## config.mk

```make
export PLATFORM = sky130hd
export DESIGN_NAME = router_pkt_tx
export DESIGN_NICKNAME = d
export VERILOG_FILES = /design/src/rtl/router_pkt_tx_pkg.sv /design/src/rtl/router_tx_buf.sv /design/src/rtl/router_pkt_tx.sv
export SDC_FILE = /design/constraint.sdc
export NUM_CORES = 1
export LEC_CHECK = 0
export ABC_AREA = 1
export CORE_ASPECT_RATIO = 1.75
export CORE_MARGIN = 3
export CORE_UTILIZATION = 55
export DETAILED_ROUTE_END_ITERATION = 6
export GPL_ROUTABILITY_DRIVEN = 0
export PLACE_DENSITY = 0.71
export SYNTH_ARGS = -nofsm -noshare
export SYNTH_HDL_FRONTEND = slang
export SYNTH_HIERARCHICAL = 1
export SYNTH_SLANG_ARGS = --single-unit
```

## constraint.sdc

```tcl
create_clock -name clock -period 3.6 [get_ports clock]
set_clock_uncertainty 0.1 [all_clocks]
set_input_delay 0.36 -clock clock [delete_from_list [all_inputs] [get_ports clock]]
set_output_delay 0.36 -clock clock [all_outputs]
set_load 0.02 [all_outputs]
```

## src/rtl/router_pkt_tx_pkg.sv

```systemverilog
// Shared definitions for the router packet source.
//   - Header byte layout: destination in bits [1:0], payload length in bits [7:2].
//   - Legal command limits (illegal destination code, maximum payload length).
//   - Transmit FSM state encoding.
//   - make_header(): packs a length/destination pair into a header byte.
package router_pkt_tx_pkg;

  localparam int MAX_LEN      = 63;
  localparam int LEN_W        = $clog2(MAX_LEN + 1);
  localparam int DEST_W       = 2;

  localparam int HDR_ADDR_LSB = 0;
  localparam int HDR_ADDR_MSB = 1;
  localparam int HDR_LEN_LSB  = 2;
  localparam int HDR_LEN_MSB  = 7;

  localparam logic [DEST_W-1:0] ILLEGAL_DEST = 2'd3;

  typedef enum logic [2:0] {
    ST_IDLE,
    ST_WAIT_DATA,
    ST_HEADER,
    ST_PAYLOAD,
    ST_PARITY,
    ST_ERR_CHK
  } tx_state_e;

  function automatic logic [7:0] make_header(input logic [LEN_W-1:0]  len,
                                             input logic [DEST_W-1:0] dest);
    logic [7:0] hdr;
    hdr = '0;
    hdr[HDR_LEN_MSB:HDR_LEN_LSB]   = len;
    hdr[HDR_ADDR_MSB:HDR_ADDR_LSB] = dest;
    return hdr;
  endfunction

endpackage

```

## src/rtl/router_tx_buf.sv

```systemverilog
// Synchronous payload FIFO with occupancy count.
// Ports:
//   clock, resetn  - clock and asynchronous active-low reset (empties the FIFO)
//   push_i         - write push_data_i this cycle
//   push_data_i    - byte to store
//   pop_i          - discard the head entry this cycle
//   head_o         - current head entry (valid while count_o != 0)
//   count_o        - number of stored entries
//   full_o         - count_o == DEPTH
module router_tx_buf #(
  parameter  int DEPTH = 64,
  parameter  int WIDTH = 8,
  localparam int PTR_W = $clog2(DEPTH),
  localparam int CNT_W = $clog2(DEPTH + 1)
) (
  input  logic             clock,
  input  logic             resetn,
  input  logic             push_i,
  input  logic [WIDTH-1:0] push_data_i,
  input  logic             pop_i,
  output logic [WIDTH-1:0] head_o,
  output logic [CNT_W-1:0] count_o,
  output logic             full_o
);

  localparam logic [PTR_W-1:0] LAST_PTR = PTR_W'(DEPTH - 1);

  logic [WIDTH-1:0] mem [DEPTH];
  logic [PTR_W-1:0] wr_ptr_q, rd_ptr_q;
  logic [CNT_W-1:0] count_q;
  logic             empty;
  logic             do_push, do_pop;

  assign full_o  = (count_q == CNT_W'(DEPTH));
  assign empty   = (count_q == '0);
  assign count_o = count_q;
  assign head_o  = mem[rd_ptr_q];

  // A push into a full FIFO is still fine when the head leaves the same cycle.
  assign do_pop  = pop_i && !empty;
  assign do_push = push_i && (!full_o || do_pop);

  // Storage array carries no reset; only the pointers define what is valid.
  always_ff @(posedge clock) begin
    if (do_push) mem[wr_ptr_q] <= push_data_i;
  end

  // Pointers wrap explicitly so non-power-of-two depths also work.
  always_ff @(posedge clock or negedge resetn) begin
    if (!resetn) begin
      wr_ptr_q <= '0;
      rd_ptr_q <= '0;
      count_q  <= '0;
    end else begin
      if (do_push) wr_ptr_q <= (wr_ptr_q == LAST_PTR) ? '0 : wr_ptr_q + 1'b1;
      if (do_pop)  rd_ptr_q <= (rd_ptr_q == LAST_PTR) ? '0 : rd_ptr_q + 1'b1;
      case ({do_push, do_pop})
        2'b10:   count_q <= count_q + 1'b1;
        2'b01:   count_q <= count_q - 1'b1;
        default: count_q <= count_q;
      endcase
    end
  end

endmodule

```

## src/rtl/router_pkt_tx.sv

```systemverilog
// Packet source for the 1x3 router input port.
// Accepts a (destination, length) command, waits until the payload buffer
// holds the whole packet, then sends header, payload and parity bytes
// back to back (stalling only on router busy) and reports the router's
// parity-error verdict sampled for ERR_WAIT cycles afterwards.
// Ports:
//   clock, resetn              - clock and asynchronous active-low reset
//   cmd_valid/cmd_ready        - command handshake; cmd_dest, cmd_len fields
//   pl_valid/pl_ready/pl_data  - payload byte stream into the buffer
//   pkt_valid, tx_data         - registered drive of the router input
//   busy, err                  - router flow control and parity error
//   bad_cmd                    - pulse: illegal command dropped
//   tx_done, tx_err            - pulse: packet complete, with err verdict
module router_pkt_tx
  import router_pkt_tx_pkg::*;
#(
  parameter int BUF_DEPTH = 64,
  parameter int ERR_WAIT  = 3
) (
  input  logic              clock,
  input  logic              resetn,
  input  logic              cmd_valid,
  output logic              cmd_ready,
  input  logic [DEST_W-1:0] cmd_dest,
  input  logic [LEN_W-1:0]  cmd_len,
  input  logic              pl_valid,
  output logic              pl_ready,
  input  logic [7:0]        pl_data,
  output logic              pkt_valid,
  output logic [7:0]        tx_data,
  input  logic              busy,
  input  logic              err,
  output logic              bad_cmd,
  output logic              tx_done,
  output logic              tx_err
);

  localparam int CNT_W  = $clog2(BUF_DEPTH + 1);
  localparam int WAIT_W = (ERR_WAIT > 0) ? $clog2(ERR_WAIT + 1) : 1;

  tx_state_e          state_q, state_d;
  logic [DEST_W-1:0]  dest_q, dest_d;
  logic [LEN_W-1:0]   len_q, len_d;
  logic [LEN_W-1:0]   remaining_q, remaining_d;
  logic [7:0]         parity_q, parity_d;
  logic               sticky_q, sticky_d;
  logic [WAIT_W-1:0]  wait_q, wait_d;
  logic [7:0]         tx_data_q, tx_data_d;
  logic               pkt_valid_q, pkt_valid_d;
  logic               bad_cmd_q, bad_cmd_d;
  logic               tx_done_q, tx_done_d;
  logic               tx_err_q, tx_err_d;

  logic               buf_push, buf_pop, buf_full;
  logic [7:0]         buf_head;
  logic [CNT_W-1:0]   buf_count;

  assign pl_ready  = !buf_full;
  assign buf_push  = pl_valid && pl_ready;
  // Gated by resetn so no handshake can be seen while the block is held in reset.
  assign cmd_ready = (state_q == ST_IDLE) && resetn;

  assign pkt_valid = pkt_valid_q;
  assign tx_data   = tx_data_q;
  assign bad_cmd   = bad_cmd_q;
  assign tx_done   = tx_done_q;
  assign tx_err    = tx_err_q;

  router_tx_buf #(
    .DEPTH (BUF_DEPTH),
    .WIDTH (8)
  ) u_buf (
    .clock       (clock),
    .resetn      (resetn),
    .push_i      (buf_push),
    .push_data_i (pl_data),
    .pop_i       (buf_pop),
    .head_o      (buf_head),
    .count_o     (buf_count),
    .full_o      (buf_full)
  );

  // Next-state and registered-output logic. A byte on tx_data is consumed
  // at any edge with busy low; otherwise everything holds.
  always_comb begin
    state_d     = state_q;
    dest_d      = dest_q;
    len_d       = len_q;
    remaining_d = remaining_q;
    parity_d    = parity_q;
    sticky_d    = sticky_q;
    wait_d      = wait_q;
    tx_data_d   = tx_data_q;
    pkt_valid_d = pkt_valid_q;
    bad_cmd_d   = 1'b0;
    tx_done_d   = 1'b0;
    tx_err_d    = 1'b0;
    buf_pop     = 1'b0;

    case (state_q)
      ST_IDLE: begin
        if (cmd_valid && cmd_ready) begin
          if (cmd_dest == ILLEGAL_DEST || cmd_len == '0) begin
            bad_cmd_d = 1'b1;
          end else begin
            dest_d      = cmd_dest;
            len_d       = cmd_len;
            remaining_d = cmd_len;
            state_d     = ST_WAIT_DATA;
          end
        end
      end
      // Waiting for the full payload keeps pkt_valid gap-free once started.
      ST_WAIT_DATA: begin
        if (buf_count >= CNT_W'(len_q)) begin
          tx_data_d   = make_header(len_q, dest_q);
          parity_d    = make_header(len_q, dest_q);
          pkt_valid_d = 1'b1;
          state_d     = ST_HEADER;
        end
      end
      ST_HEADER: begin
        if (!busy) begin
          buf_pop     = 1'b1;
          tx_data_d   = buf_head;
          parity_d    = parity_q ^ buf_head;
          remaining_d = remaining_q - 1'b1;
          state_d     = ST_PAYLOAD;
        end
      end
      ST_PAYLOAD: begin
        if (!busy) begin
          if (remaining_q != '0) begin
            buf_pop     = 1'b1;
            tx_data_d   = buf_head;
            parity_d    = parity_q ^ buf_head;
            remaining_d = remaining_q - 1'b1;
          end else begin
            tx_data_d   = parity_q;
            pkt_valid_d = 1'b0;
            state_d     = ST_PARITY;
          end
        end
      end
      ST_PARITY: begin
        if (!busy) begin
          tx_data_d = '0;
          sticky_d  = 1'b0;
          wait_d    = WAIT_W'(ERR_WAIT);
          state_d   = ST_ERR_CHK;
        end
      end
      // err is sampled on the ERR_WAIT edges after the parity byte leaves.
      ST_ERR_CHK: begin
        if (wait_q != '0) begin
          sticky_d = sticky_q | err;
          wait_d   = wait_q - 1'b1;
        end else begin
          tx_done_d = 1'b1;
          tx_err_d  = sticky_q;
          state_d   = ST_IDLE;
        end
      end
      default: state_d = ST_IDLE;
    endcase
  end

  // State and output registers; reset abandons any packet in flight.
  always_ff @(posedge clock or negedge resetn) begin
    if (!resetn) begin
      state_q     <= ST_IDLE;
      dest_q      <= '0;
      len_q       <= '0;
      remaining_q <= '0;
      parity_q    <= '0;
      sticky_q    <= 1'b0;
      wait_q      <= '0;
      tx_data_q   <= '0;
      pkt_valid_q <= 1'b0;
      bad_cmd_q   <= 1'b0;
      tx_done_q   <= 1'b0;
      tx_err_q    <= 1'b0;
    end else begin
      state_q     <= state_d;
      dest_q      <= dest_d;
      len_q       <= len_d;
      remaining_q <= remaining_d;
      parity_q    <= parity_d;
      sticky_q    <= sticky_d;
      wait_q      <= wait_d;
      tx_data_q   <= tx_data_d;
      pkt_valid_q <= pkt_valid_d;
      bad_cmd_q   <= bad_cmd_d;
      tx_done_q   <= tx_done_d;
      tx_err_q    <= tx_err_d;
    end
  end

endmodule
```

**After elaboration in Yosys (flattened, before gate mapping)**

Memory sizes are Yosys's and may differ from the RTL's.
Index checks and enable logic that the tools add are counted.

- Flip-flop bits (word level): 59
- Latch bits: 0
- Memory bits (writable): 512
- Bits in read-only memories: 0
- Input bits: 22
- Output and inout port bits: 14
- Word-level logic and storage cells: 125
- Memories: 1

Memory list:

| name | depth | bits a word | rd ports | clocked after Yosys merged registers in | wr ports | RTL line | RTL |
|---|---|---|---|---|---|---|---|
| u_buf.mem | 64 | 8 | 1 | 0 | 1 | router_tx_buf.sv:28 | `logic [WIDTH-1:0] mem [DEPTH];` |

- Add/sub/neg operators: 6
- $mul: 0
- Div/mod/pow operators: 0
- Order comparisons: 1
- Equality and inequality tests: 21
- Shift-type cells: 0
- Muxes and demuxes: 51
- Bitwise logic cells: 3
- Reductions and logical operators: 27

Operator list:

| cell | number |
|---|---|
| $mux W8 | 8 |
| $mux W6 | 7 |
| $pmux W8 S4 | 1 |
| $mux W3 | 8 |
| $pmux W8 S3 | 1 |
| $ne A2 B2 Y1 const B | 9 |
| $pmux W3 S6 | 1 |
| $pmux W6 S3 | 1 |
| $mux W1 | 17 |
| $pmux W7 S2 | 1 |
| $add A6 B1 Y6 const B | 2 |
| $eq A6 B6 Y1 const B | 2 |
| $reduce_and A5 Y1 | 2 |
| $reduce_and A8 Y1 | 1 |
| $reduce_bool A2 Y1 | 4 |
| $xor A8 B8 Y8 | 1 |
| $add A7 B1 Y7 const B | 1 |
| $eq A7 B7 Y1 const B | 1 |
| $ge A7 B6 Y1 | 1 |
| $logic_not A7 Y1 | 1 |
| $sub A7 B1 Y7 const B | 1 |
| $eq A3 B2 Y1 const B | 2 |
| $eq A3 B3 Y1 const B | 2 |
| $logic_not A6 Y1 | 1 |
| other kinds (21) | 33 |

**Logic depth before layout (Yosys ltp)**

Gate-level depths: netlist of run 1.

- Depth after elaboration: 9
- Mapped depth: 19
- Mapped depth without buffers: 19

**Modules after synthesis**

Netlist of run 1, hierarchy kept.

Modules (own cells, without submodules):

| module | times used | cells each | area an instance (um^2) | sequential area each (um^2) |
|---|---|---|---|---|
| router_tx_buf | 1 | 2,238 | 23,033.3 | 15,850.2 |
| router_pkt_tx | 1 | 355 | 2,601.2 | 1,001.0 |

**Least setup slack after synthesis of run 1**

No wires, ideal clock.

- Path kind: register to register
- Start point: reg remaining_q[0]
- End point: reg u_buf.count_q[6] (netlist: u_buf/count_o[6])
- Library setup time: 0.113 ns
- Data arrival time: 2.476 ns
- Required time: 3.387 ns
- Path slack: 0.911 ns
- Stages on the path, launching flop included: 19
- Path buffers: 0
- Period minus slack after synthesis: 2.689 ns
- Path through: dfrtp_1 -> inv_1 -> ha_1 -> nand3_2 -> nand2_2 -> a21oi_1 -> o21ai_2 -> inv_2 -> nand2_1 -> inv_1 -> ha_1 -> a21oi_1 -> or2_2 -> nand4_1 -> nand2_1 -> nand2_1 -> nand2_1 -> nand2_1 -> inv_1

- Longest elaborated chain between the ends: 9
- Elaborated cells between the ends (all ways): 11
- Those cells by class: eq/ne (2); mux (4); reduce/logical (5)

RTL lines:

| element | RTL line | RTL |
|---|---|---|
| from (decl) | router_pkt_tx.sv:44 | `logic [LEN_W-1:0] remaining_q, remaining_d;` |
| from (signal assigned) | router_pkt_tx.sv:187 | `remaining_q <= remaining_d;` |
| $reduce_bool A6 Y1 (*) | router_pkt_tx.sv:133 | `if (remaining_q != '0) begin` |
| $mux W1 (*) | router_pkt_tx.sv:133 |  |
| $mux W1 (*) | router_pkt_tx.sv:132 | `if (!busy) begin` |
| $pmux W1 S2 (*) | router_pkt_tx.sv:100 | `case (state_q)` |
| net buf_pop | router_pkt_tx.sv:54 | `logic buf_push, buf_pop, buf_full;` |
| $logic_and A1 B1 Y1 (*) | router_tx_buf.sv:40 | `assign do_pop = pop_i && !empty;` |
| $logic_or A1 B1 Y1 | router_tx_buf.sv:41 | `assign do_push = push_i && (!full_o \|\| do_pop);` |
| $logic_and A1 B1 Y1 | router_tx_buf.sv:41 |  |
| $eq A2 B1 Y1 / $eq A2 B2 Y1 (equally long branches) | router_tx_buf.sv:57 | `case ({do_push, do_pop})` |
| $pmux W7 S2 / $reduce_bool A2 Y1 (equally long branches) | - |  |
| to (signal assigned) | router_tx_buf.sv:58 | `2'b10: count_q <= count_q + 1'b1;` |
| to (signal assigned) | router_tx_buf.sv:59 | `2'b01: count_q <= count_q - 1'b1;` |
| to (signal assigned) | router_tx_buf.sv:60 | `default: count_q <= count_q;` |
| to (decl) | router_tx_buf.sv:30 | `logic [CNT_W-1:0] count_q;` |

Mark *: on every way through the listed nets, which the timed path passes. The rest lies on a longest branch.
A chain may end at the register's enable or synchronous reset.

**Worst setup path after layout of run 1**

- Start point: reg u_buf.count_q[0] (netlist: u_buf/count_o[0])
- End point: mem u_buf.mem[46][3] (enable)

- Elaborated cells between the ends (all ways): 10
- Those cells by class: eq/ne (1); mux (2); reduce/logical (7)

RTL lines:

| element | RTL line | RTL |
|---|---|---|
| $eq A7 B7 Y1 | router_tx_buf.sv:34 | `assign full_o = (count_q == CNT_W'(DEPTH));` |
| net buf_full | router_pkt_tx.sv:54 |  |
| $logic_not A1 Y1 | router_pkt_tx.sv:58 | `assign pl_ready = !buf_full;` |
| $logic_and A1 B1 Y1 | router_pkt_tx.sv:59 | `assign buf_push = pl_valid && pl_ready;` |
| net buf_push | router_pkt_tx.sv:54 |  |
| $logic_and A1 B1 Y1 | router_tx_buf.sv:41 |  |
| $mux W1 | router_tx_buf.sv:45 | `if (do_push) mem[wr_ptr_q] <= push_data_i;` |
| $mux W1 (implied by the code) | router_tx_buf.sv:45 |  |
| to (decl) | router_tx_buf.sv:28 |  |

The timed path passes the listed nets, and every way through them passes these cells.

==> summary.md, run 1 <==
| Metric | Value |
|---|---|
| Status | `completed` |
| Die width | `169.2 um` |
| Logic gate share of total power | `0.388` |
| First-pass GRT wire length | `102,100 um` |
| CTS tree | `built` |
| Post-DP HPWL | `44,160 um` |
| CTS max path bufs | `3` |
| Mapped Nets | `2,631` |
| Worst-Skew Late Latency | `590 ps` |
| Slew @ Worst Pin | `973.1 ps` |
| Clock transition at path regs | `60 ps` |
| Setup Buffers After CTS | `0` |
| Sequential Power Share | `0.367` |
| Vias/cell | `5.656` |
| Critical Path AT | `3410 ps` |
| Tmin final | `3291 ps` |
| First-pass DRT Iterations | `6` |
| Slowest CP cell | `nor2_1` |
| Initial drt markers | `2,050` |
| Die H | `291.6 um` |
| Largest net degree at the start of global routing | `185` |
| Slew HR | `0.3513` |
| Area taken by multi-input logic gates | `7044 um2` |
| Layout fillers | `3,706` |
| R2R Setup Slk | `310 ps` |
| Highest Clock Rate | `0.3038 GHz` |
| Share of post-route cells with drive strength above 1 | `0.08281` |
| Yosys warning count | `6` |
| Gr usage total | `0.2703` |
| Critical Path Fanout Max | `8` |
| Setup TNS Final | `0 ps` |
| Global Route met3 Usage | `0.03129` |
| Crit share post-route | `0.9142` |
| CP delay by family, top | `simple AND/OR/NAND/NOR gates` |
| RSZ-0062 raised after global routing | `no` |
| Hold Path Class | `input pin to flop` |
| GRT Residual Overflow | `0` |
| Row cnt | `104` |
| Max incr delay on CP | `680 ps` |
| Critical path class | `flop to flop` |
| Post-Route WL | `66,900 um` |
| Core area | `46,060 um2` |
| CP Cell Sequence | `inv_2, nand3_1, nor2_1, nand2_1, inv_1, nor2_1, o21ai_2, nor2_2, nand2_1, nor2_1` |
| Nets@finish | `2,692` |
| Initial Utilization | `0.5565` |
| Req. time, crit path | `3720 ps` |
| Sw frac | `0.3956` |
| P_int | `13.33 mW` |
| Grt met2 use | `0.4867` |
| Die Area | `49,340 um2` |
| Vias in the first global route | `18,410` |
| Final ANT Viol Nets | `0` |
| Initial antenna violation count | `0` |
| Critical path buffers and inverters | `2` |
| IO Port Bufs | `35` |
| Seq/Total Area, Yosys | `0.6574` |
| Most frequent cells in the layout | `818 x nand2_1, 512 x edfxtp_1, 300 x inv_1` |
| CP most frequent cell | `nor2_1` |
| Startpoint types | `flop` |
| Cells after Synth | `2,593` |
| Mapped cell area | `25,630 um2` |
| Top Ports | `36` |
| Cell at the root of the clock tree | `clkbuf_16` |
| # DRC | `0` |
| Synth unique cells | `41` |
| Antenna cells | `0` |
| Met1 usage | `0.3057` |
| Clock power frac | `0.245` |
| Fin. max-slew vios | `0` |
| PwrDens | `773.6 nW/um2` |
| Final setup vio count | `0` |
| Syn Area/Cell | `9.886 um2` |
| Static Leak | `11.90 nW` |
| Num Clock Sinks | `571` |
| Yosys reg bits | `571` |
| H-tree levels | `2` |
| Worst VDD drop | `0.6131 mV` |
| Wirelength per Cell | `20.42 um` |
| Number of max-cap violations | `0` |
| Grt peak-use layer | `met2` |
| Total number of vias | `18,530` |
| Net switching power | `8.721 mW` |
| Final Hold Fails | `0` |
| Hold WS | `62.76 ps` |
| TritonCTS buffer count | `50` |
| Reg area | `16,860 um2` |
| P&R area growth vs syn | `11.17%` |
| Most common cell after layout, fill and taps aside | `nand2_1` |
| Crit. End Element | `flop` |
-- path summary, 6_finish.rpt --
| kind | cells after the start | startpoint | endpoint |
|---|---|---|---|
| setup / recovery | 10 | u_buf/count_o[0]$_DFFE_PN0P_ | u_buf/mem[46][3]$_DFFE_PP_ |
| hold / removal | 1 | pl_data[5] | u_buf/mem[36][5]$_DFFE_PP_ |
| max in group asynchronous | 3 | resetn | tx_data[0]$_DFFE_PN0P_ |
| min in group asynchronous | 2 | resetn | tx_done$_DFF_PN0_ |
| setup reg to reg | 10 | u_buf/count_o[0]$_DFFE_PN0P_ | u_buf/mem[46][3]$_DFFE_PP_ |
| hold reg to reg | 2 | tx_data[0]$_DFFE_PN0P_ | tx_data[0]$_DFFE_PN0P_ |
-- worst register-to-register path, stage by stage, from the launching register on --
cell and delay (ps):
dfrtp_1 470, inv_2 90, nand3_1 160, nor2_1 60, nand2_1 140, inv_1 100
nor2_1 310, o21ai_2 190, nor2_2 210, nand2_1 420, nor2_1 680
-- synthesized netlist by cell type --
library cell	instances	area, um2
buf_6	3	33.78
inv_2	10	37.54
edfxtp_1	512	15370
nor2_8	2	40.04
dfrtp_1	59	1476
a21boi_0	1	7.510
nor2_1	251	942.2
nand4_4	1	21.27
buf_4	13	97.59
nand4_1	21	131.4
nand2_2	5	31.28
fa_1	1	20.02
a21boi_2	1	11.26
a21oi_1	31	155.2
inv_1	300	1126
nor3_1	3	15.01
nor2_4	5	56.30
nand3_1	292	1461
o21ai_0	84	420.4
o21bai_2	1	11.26
nor2_2	6	37.54
and3_1	2	12.51
nand2_1	818	3070
nand2_4	4	45.04
xor2_1	7	61.31
clkbuf_2	1	5.000
nand3_4	1	17.52
xnor2_1	3	26.28
nand3_2	1	10.01
ha_1	15	187.7
buf_1	9	33.78
o21ai_2	3	26.28
clkinv_1	1	3.750
o21ai_1	21	105.1
a31oi_1	1	6.260
nand4_2	1	12.51
inv_4	2	12.51
clkbuf_1	29	108.9
buf_2	56	280.3
or2_2	15	93.84
a22oi_1	1	7.510
-- per-layer routing --
layer,wire (um),vias up,share of wire
met1,23250,8820,0.35
met2,34620,891,0.52
met5,0,-,0
met4,4647,0,0.069
met3,4375,241,0.065
li1,-,8576,-
-- stage by stage --
step / area (um2) / setup WS [ps] / cells / utilization / power [mW]
2_1_floorplan: 25630 / 910.7 / 2593 / - / 13.88
3_3_place_gp: 26840 / 467.9 / 3184 / 0.5827 / 16.47
3_5_place_dp: 26840 / 357.9 / 3184 / 0.5827 / 16.61
4_1_cts: 28500 / 314.0 / 3276 / 0.6187 / 22.00
5_1_grt: 28500 / 86.47 / 3276 / 0.6187 / 23.20
6_report: 28500 / 308.9 / 3276 / 0.6187 / 22.05
-- registers in the layout, indices dropped and copies added, names as in the netlist, 3 cells and up --
register,count
remaining_q,6
u_buf/count_o,7
tx_data,8
parity_q,8
state_q,3
u_buf/wr_ptr_q,6
len_q,6
u_buf/rd_ptr_q,6
u_buf/mem,512
-- repair_timing --
| item | 4_1_cts | 5_1_grt |
|---|---|---|
| gates resized for setup | 0 | 0 |
| hold buffers | 1 | 0 |
| endpoints found under the hold margin | 22 | 0 |
-- layout make-up --
type | instances | share of cell area
well taps | 583 | 0.02560
repair buffers | 120 | 0.03626
clock buffers | 68 | 0.04803
flip-flops and latches | 571 | 0.5916
inverters | 313 | 0.04166
clock inverters | 23 | 0.009703
multi-input cells | 1598 | 0.2472
-- power groups by stage --
stage	combinational [mW]	clock [mW]	sequential, mW
after floorplan	5.77	0	8.11
after global placement	8.27	0	8.20
after detailed placement	8.39	0	8.21
after CTS	8.45	5.47	8.08
after global routing	9.34	5.73	8.13
final	8.56	5.41	8.09
-- cells by family after synthesis --
| logic type | after synthesis | synth area share |
|---|---|---|
| AOI/OAI and AO/OA | 144 | 0.02929 |
| xor gates and xnor gates | 10 | 0.003417 |
| adders and majority gates | 16 | 0.008102 |
| buffers and inverters | 424 | 0.06784 |
| DFF | 571 | 0.6574 |
| and+or+nand+nor | 1428 | 0.2340 |
(Power assumes the default switching activity.)
==> inputs of run 2 (changes only) <==
--- a/config.mk
+++ b/config.mk
@@ -12,6 +12,7 @@
 export DETAILED_ROUTE_END_ITERATION = 6
 export GPL_ROUTABILITY_DRIVEN = 0
 export PLACE_DENSITY = 0.71
+export SKIP_LAST_GASP = 1
 export SYNTH_ARGS = -nofsm -noshare
 export SYNTH_HDL_FRONTEND = slang
 export SYNTH_HIERARCHICAL = 1
==> results of run 2 <==
No change in the layout: final DEF, timing and power equal those of run 1.
